<file path="config.mk">
export PLATFORM = sky130hd
export DESIGN_NAME = servo_ramp_ctrl
export DESIGN_NICKNAME = d
export VERILOG_FILES = /design/src/rtl/servo_ramp_ctrl.sv
export SDC_FILE = /design/constraint.sdc
export NUM_CORES = 1
export LEC_CHECK = 0
export CAP_MARGIN = 20
export CORE_ASPECT_RATIO = 0.9
export CORE_MARGIN = 4
export CORE_UTILIZATION = 45
export CTS_BUF_LIST = sky130_fd_sc_hd__clkbuf_8
export DETAILED_ROUTE_END_ITERATION = 7
export SLEW_MARGIN = 10
export SYNTH_ARGS = -nofsm -noshare
export SYNTH_HDL_FRONTEND = slang
export SYNTH_SLANG_ARGS = --single-unit
</file>
<file path="constraint.sdc">
create_clock -name clk_i -period 7.16 [get_ports clk_i]
set_clock_uncertainty 0.05 [all_clocks]
set_input_delay 2.148 -clock clk_i [delete_from_list [all_inputs] [get_ports clk_i]]
set_output_delay 2.148 -clock clk_i [all_outputs]
set_load 0.02 [all_outputs]
</file>
<file path="src/rtl/servo_ramp_ctrl.sv">
// Servo pulse-width feeder: clamps a microsecond command, scales it to clock counts,
// and slews the PWM compare value toward it by a bounded step once per frame.
module servo_ramp_ctrl #(
    parameter int unsigned CLK_MHZ = 66,
    parameter int unsigned PERIOD  = 1_320_000,
    parameter int unsigned MIN_US  = 500,
    parameter int unsigned MAX_US  = 2500,
    parameter int unsigned INIT_US = 1500,
    parameter int unsigned STEP    = 660
) (
    input  logic        clk_i,
    input  logic        rst_i,
    input  logic        cmd_valid_i,
    output logic        cmd_ready_o,
    input  logic [15:0] cmd_us_i,
    output logic [31:0] compare_o,
    output logic        frame_tick_o,
    output logic        busy_o
);

    // state | meaning
    // IDLE  | compare == target, waiting for a command
    // CALC  | one cycle: scale captured command into a new target
    // RAMP  | compare moving toward target, one step per frame tick
    typedef enum logic [1:0] {IDLE, CALC, RAMP} state_t;

    localparam int unsigned      CNT_W    = (PERIOD > 1) ? $clog2(PERIOD) : 1;
    localparam logic [CNT_W-1:0] CNT_LAST = CNT_W'(PERIOD - 1);
    localparam logic [31:0]      INIT_CMP = 32'(INIT_US * CLK_MHZ);
    localparam logic [31:0]      STEP_C   = 32'(STEP);
    localparam logic [31:0]      SCALE_C  = 32'(CLK_MHZ);
    localparam logic [15:0]      MIN_C    = 16'(MIN_US);
    localparam logic [15:0]      MAX_C    = 16'(MAX_US);
    localparam bit               JUMP     = (STEP == 0);

    logic [CNT_W-1:0] cnt_q, cnt_d;
    logic             tick_q, tick_d;

    state_t      state_q;
    logic [15:0] us_q;
    logic [31:0] target_q;
    logic [31:0] compare_q;
    logic        busy_q;
    logic        ready_q;

    logic [15:0] us_c;
    logic        accept;
    logic        up;
    logic [31:0] diff;
    logic        snap;
    logic [31:0] stepped;
    logic [31:0] target_new;

    // Free-running frame counter; the tick is registered so it lines up with cnt == PERIOD-1.
    always_comb begin
        cnt_d  = (cnt_q == CNT_LAST) ? '0 : cnt_q + 1'b1;
        tick_d = (cnt_d == CNT_LAST);
    end

    always_ff @(posedge clk_i) begin
        if (rst_i) begin
            cnt_q  <= '0;
            tick_q <= 1'b0;
        end else begin
            cnt_q  <= cnt_d;
            tick_q <= tick_d;
        end
    end

    always_comb begin
        if (cmd_us_i < MIN_C) begin
            us_c = MIN_C;
        end else if (cmd_us_i > MAX_C) begin
            us_c = MAX_C;
        end else begin
            us_c = cmd_us_i;
        end
    end

    // Magnitude is formed before any subtraction so compare never wraps.
    always_comb begin
        accept     = cmd_valid_i && ready_q;
        up         = (target_q > compare_q);
        diff       = up ? (target_q - compare_q) : (compare_q - target_q);
        snap       = JUMP || (diff <= STEP_C);
        stepped    = up ? (compare_q + STEP_C) : (compare_q - STEP_C);
        target_new = 32'(us_q) * SCALE_C;
    end

    always_ff @(posedge clk_i) begin
        if (rst_i) begin
            state_q   <= IDLE;
            us_q      <= 16'(INIT_US);
            target_q  <= INIT_CMP;
            compare_q <= INIT_CMP;
            busy_q    <= 1'b0;
            ready_q   <= 1'b0;
        end else begin
            case (state_q)
                IDLE: begin
                    ready_q <= 1'b1;
                    if (accept) begin
                        us_q    <= us_c;
                        state_q <= CALC;
                        ready_q <= 1'b0;
                    end
                end
                CALC: begin
                    target_q <= target_new;
                    busy_q   <= (target_new != compare_q);
                    state_q  <= (target_new == compare_q) ? IDLE : RAMP;
                    ready_q  <= 1'b1;
                end
                RAMP: begin
                    if (tick_q) begin
                        if (snap) begin
                            compare_q <= target_q;
                            busy_q    <= 1'b0;
                            state_q   <= IDLE;
                        end else begin
                            compare_q <= stepped;
                        end
                    end
                    // A retarget wins over the end-of-ramp transition; CALC re-evaluates busy.
                    if (accept) begin
                        us_q    <= us_c;
                        state_q <= CALC;
                        ready_q <= 1'b0;
                    end
                end
                default: begin
                    state_q <= IDLE;
                    ready_q <= 1'b1;
                end
            endcase
        end
    end

    assign cmd_ready_o  = ready_q;
    assign compare_o    = compare_q;
    assign frame_tick_o = tick_q;
    assign busy_o       = busy_q;

endmodule

</file>
==> results of run 1 <==
==> final cells by class <==
class	count	area, um2
fillers	2007	9940
well taps	255	319
flip-flops and latches	95	1900
multi-input cells	990	6760
clock inverters	7	86.3
inverters	71	267
clock buffers	9	124
repair buffers	62	591
==> final timing paths <==
| path | from | to | cells past startpoint |
|---|---|---|---|
| worst max-delay path | compare_o[13] | compare_o[23] | 21 |
| worst min-delay path | busy_o | busy_o | 2 |
| worst max register to register | compare_o[13] | compare_o[23] | 21 |
| worst min register to register | busy_o | busy_o | 2 |
==> state kept, by name, indices dropped and copies added, names as in the netlist <==
signal        flops
busy_o            1
cmd_ready_o       1
cnt_q            21
compare_o        31
frame_tick_o      1
state_q           2
target_q         22
us_q             16
==> metal layers <==
layer	vias up	share of wire	track usage
met5	-	0.00047	0
met4	2	0.017	0.0566
met3	34	0.062	0.0497
met2	201	0.43	0.368
met1	4125	0.49	0.350
li1	4433	-	-
==> report_power, final <==
group	total, uW	switching (uW)	internal (uW)
registers	548	10.9	537
logic	1050	615	439
clock network	393	224	170
total	2000	850	1150
==> placed cells by master (no fill, tap or decap), drive strengths merged, types with 26 or more instances in the layout <==
cell type      synthesis  routed
mux2i                 26      26
inv                   71      75
a21oi                117     117
a21o                  26      26
nand2                115     115
o21ai                 74      74
nor3                  29      29
nor2                 101     101
nand3                 41      41
dfxtp                 95      95
clkdlybuf4s50          0      51
ha                   107     107
xor2                  34      34
xnor2                 57      57
==> through the flow <==
step	hold slack, ns	util	area, um2
finish	0.444	0.503	10000
global route	0.480	0.503	10000
CTS	0.442	0.503	10000
detailed placement	0.419	0.492	9830
global placement	0.426	0.492	9830
floorplan	0.398	-	9160
==> worst reg2reg max path, cell delays in order, from the launching register on <==
cell and delay (ns):
sky130_fd_sc_hd__dfxtp_1 0.47, sky130_fd_sc_hd__inv_1 0.08, sky130_fd_sc_hd__ha_1 0.44, sky130_fd_sc_hd__a21oi_2 0.27, sky130_fd_sc_hd__o21ai_2 0.10, sky130_fd_sc_hd__a222oi_1 0.75
sky130_fd_sc_hd__nand3_2 0.47, sky130_fd_sc_hd__nand2_2 0.62, sky130_fd_sc_hd__inv_2 0.27, sky130_fd_sc_hd__ha_1 0.38, sky130_fd_sc_hd__a21oi_1 0.25, sky130_fd_sc_hd__o21ai_0 0.15
sky130_fd_sc_hd__a31oi_1 0.34, sky130_fd_sc_hd__o31ai_1 0.12, sky130_fd_sc_hd__buf_4 0.18, sky130_fd_sc_hd__a211o_1 0.32, sky130_fd_sc_hd__a21o_1 0.18, sky130_fd_sc_hd__a21oi_1 0.27
sky130_fd_sc_hd__o21bai_1 0.11, sky130_fd_sc_hd__a21oi_1 0.18, sky130_fd_sc_hd__xnor2_1 0.08, sky130_fd_sc_hd__a31o_2 0.24
==> kinds of logic after synthesis <==
family	Yosys count	synth area share
other	1	0.000410
flip-flops	95	0.208
buffers and inverters	121	0.0548
AND/OR/NAND/NOR	404	0.216
adder cells (fa/ha/maj)	110	0.153
AO/OA/AOI/OAI	356	0.249
XOR/XNOR	92	0.0895
multiplexers	27	0.0297
==> run summary, run 1 <==
The max-cap violation count came out at 0. The number of placement rows came out at 49. The number of buffers on the longest clock path came out at 2.

The family of cells with the greatest summed delay on the critical path is compound AO/OA/AOI/OAI gates. The die is 143 um tall. The cell chosen for the clock root is sky130_fd_sc_hd__clkbuf_8.

The total design power is 2000 uW. Dividing the detail-routed wire length by the instance count gives 18.4 um. The number of H-tree levels is 3, and the initial antenna violation count is 1. Overall track demand over capacity in global routing: 0.241. Before CTS, the worst setup slack after placement is 0.951 ns. Counting I/O delays and the setup requirement, the final critical path takes 6.38 ns. The required time reported for the critical path endpoint is 7.40 ns, and the post-synthesis async set-or-reset flop share is 0.

Sorting the synthesized cells by how often they occur yields sky130_fd_sc_hd__a21oi_1 (115), sky130_fd_sc_hd__nand2_1 (114), sky130_fd_sc_hd__ha_1 (107), sky130_fd_sc_hd__nor2_1 (101), sky130_fd_sc_hd__dfxtp_1 (95). The total of flip-flops plus latches after synthesis came out at 95. The tools report the placeable core region as 20000 um2.

Yosys mapped a number of flops with a built-in enable equal to 0. Setup repair after global routing left no endpoint under its margin. For the leakage power summed over all cells, the log shows 0.00438 uW.

The overall die width was 158 um. Synthesis produced a netlist with a net count of 1335. The number of different library cells used by synthesis comes to 76. For this run, design rule violations remaining after detail routing come to 0. The run gives 44000 um as the first-pass GRT wire length. The TritonCTS sink count came out at 95. The share of Yosys cell area claimed by the top area cell type is 0.208, and the hold violation count in the final report is 0.

The post-detailed-placement half-perimeter wirelength is 21300 um, and the worst relative slew slack is 0.377. For the pin with the worst max-slew slack, the measured transition is 0.926 ns. Yosys attributes the largest share of cell area to sky130_fd_sc_hd__dfxtp_1 (21%), sky130_fd_sc_hd__ha_1 (15%), sky130_fd_sc_hd__a21oi_1 (6.3%). The CTS clock-pin slew for the worst setup and hold paths is 0.10 ns, and the CTS buffer count is 9. The remaining antenna violation count after routing is 0, and the routed wire length is 27400 um.

In the routed layout, each cell is associated on average with a via count of 5.91. The count of buffers added by post-CTS timing repair for setup is 0. Via count of the first global-routing pass: 8313.

After the first detailed-routing iteration, the DRC count stood at 512. The synthesized area divided by synthesized cell count works out to 7.59 um2. The worst hold path belongs to the class flop to flop.

The critical path in this run is classified as flop to flop. Timing would allow up to 157 MHz. The predominant post-synthesis flop cell was sky130_fd_sc_hd__dfxtp_1. The proportion of synthesized chip area in sequential cells came out at 0.208. The maximum single-stage delay on the critical path is 0.75 ns, and the die outline area is 22700 um2. The largest individual stage delay along the critical path comes from the cell sky130_fd_sc_hd__a222oi_1. Once placement completed, the tool counted placed cells totaling 1473. Initial standard-cell utilization of the core: 0.458. The power per cell area was 199 nW/um2. sky130_fd_sc_hd__a21oi_1 is the most common cell in the netlist. At the worst endpoint, the arrival time is 6.62 ns. The total congestion overflow after global routing is 0.

The worst setup path is captured at a flop. Count of placed standard cells in the final layout, fillers left out: 1489. The post-synthesis to final-layout area growth was 9.69%. The final max-slew violation count was 0; the post-route clock period utilization was 0.891.

Entering global routing, the biggest net connects 36 pins. The run gives 0.78 ns as the register-to-register setup slack. Setup slack after layout: 0.777 ns. IR analysis of the VDD net gives a maximum drop of 0.0927 mV. The fraction of layout instances using a drive strength above 1 is 0.0421, and the number of nets at the end of the flow is 1358. The antenna diode count came out at 0. Along the worst path, the maximum fanout reaches 21. Summing every instance area after synthesis gives 9160 um2. The number of gates resized after CTS was 0. TritonCTS built the clock tree. The critical path startpoint category is a flop.

The last weighted congestion value of the routability-driven placer came out at 0.923. The later pin in the worst-skew pair is clocked with a latency of 0.39 ns. The count of hold buffers inserted by post-cts repair is 0, and the sum of negative setup slack is 0 ns. During synthesis, Yosys emitted a total of 0 warnings. The tools report the number of instances in the synthesized netlist as 1206. Count of TritonRoute iterations in the first routing pass: 6.

By instance count, the cell type seen most on the critical path is sky130_fd_sc_hd__a21oi_1. Setup violations remaining at the end of the flow were counted as 0. The number of buffer cells added on primary ports was 52. During I/O placement, the number of pins put on the boundary was 54. The signal on the critical path passes through inv_1 > ha_1 > a21oi_2 > o21ai_2 > a222oi_1 > nand3_2 > nand2_2 > inv_2 > ha_1 > a21oi_1 > o21ai_0 > a31oi_1 > o31ai_1 > buf_4 > a211o_1 > a21o_1 > a21oi_1 > o21bai_1 > a21oi_1 > xnor2_1 > a31o_2. sky130_fd_sc_hd__dfxtp_1 takes more of the synthesized area than any other cell.

The run finished with clean final reports. The combined buffer and inverter count along the critical path works out to 3. The routed layout has 8795 vias.
No activity file was read; power rests on OpenSTA's default activity.
==> run 2: changes to the inputs <==
Settings changed: SLEW_MARGIN 10 to 5.
==> results of run 2 <==
Same layout as run 1: the final DEF is identical, and so are final timing and power.
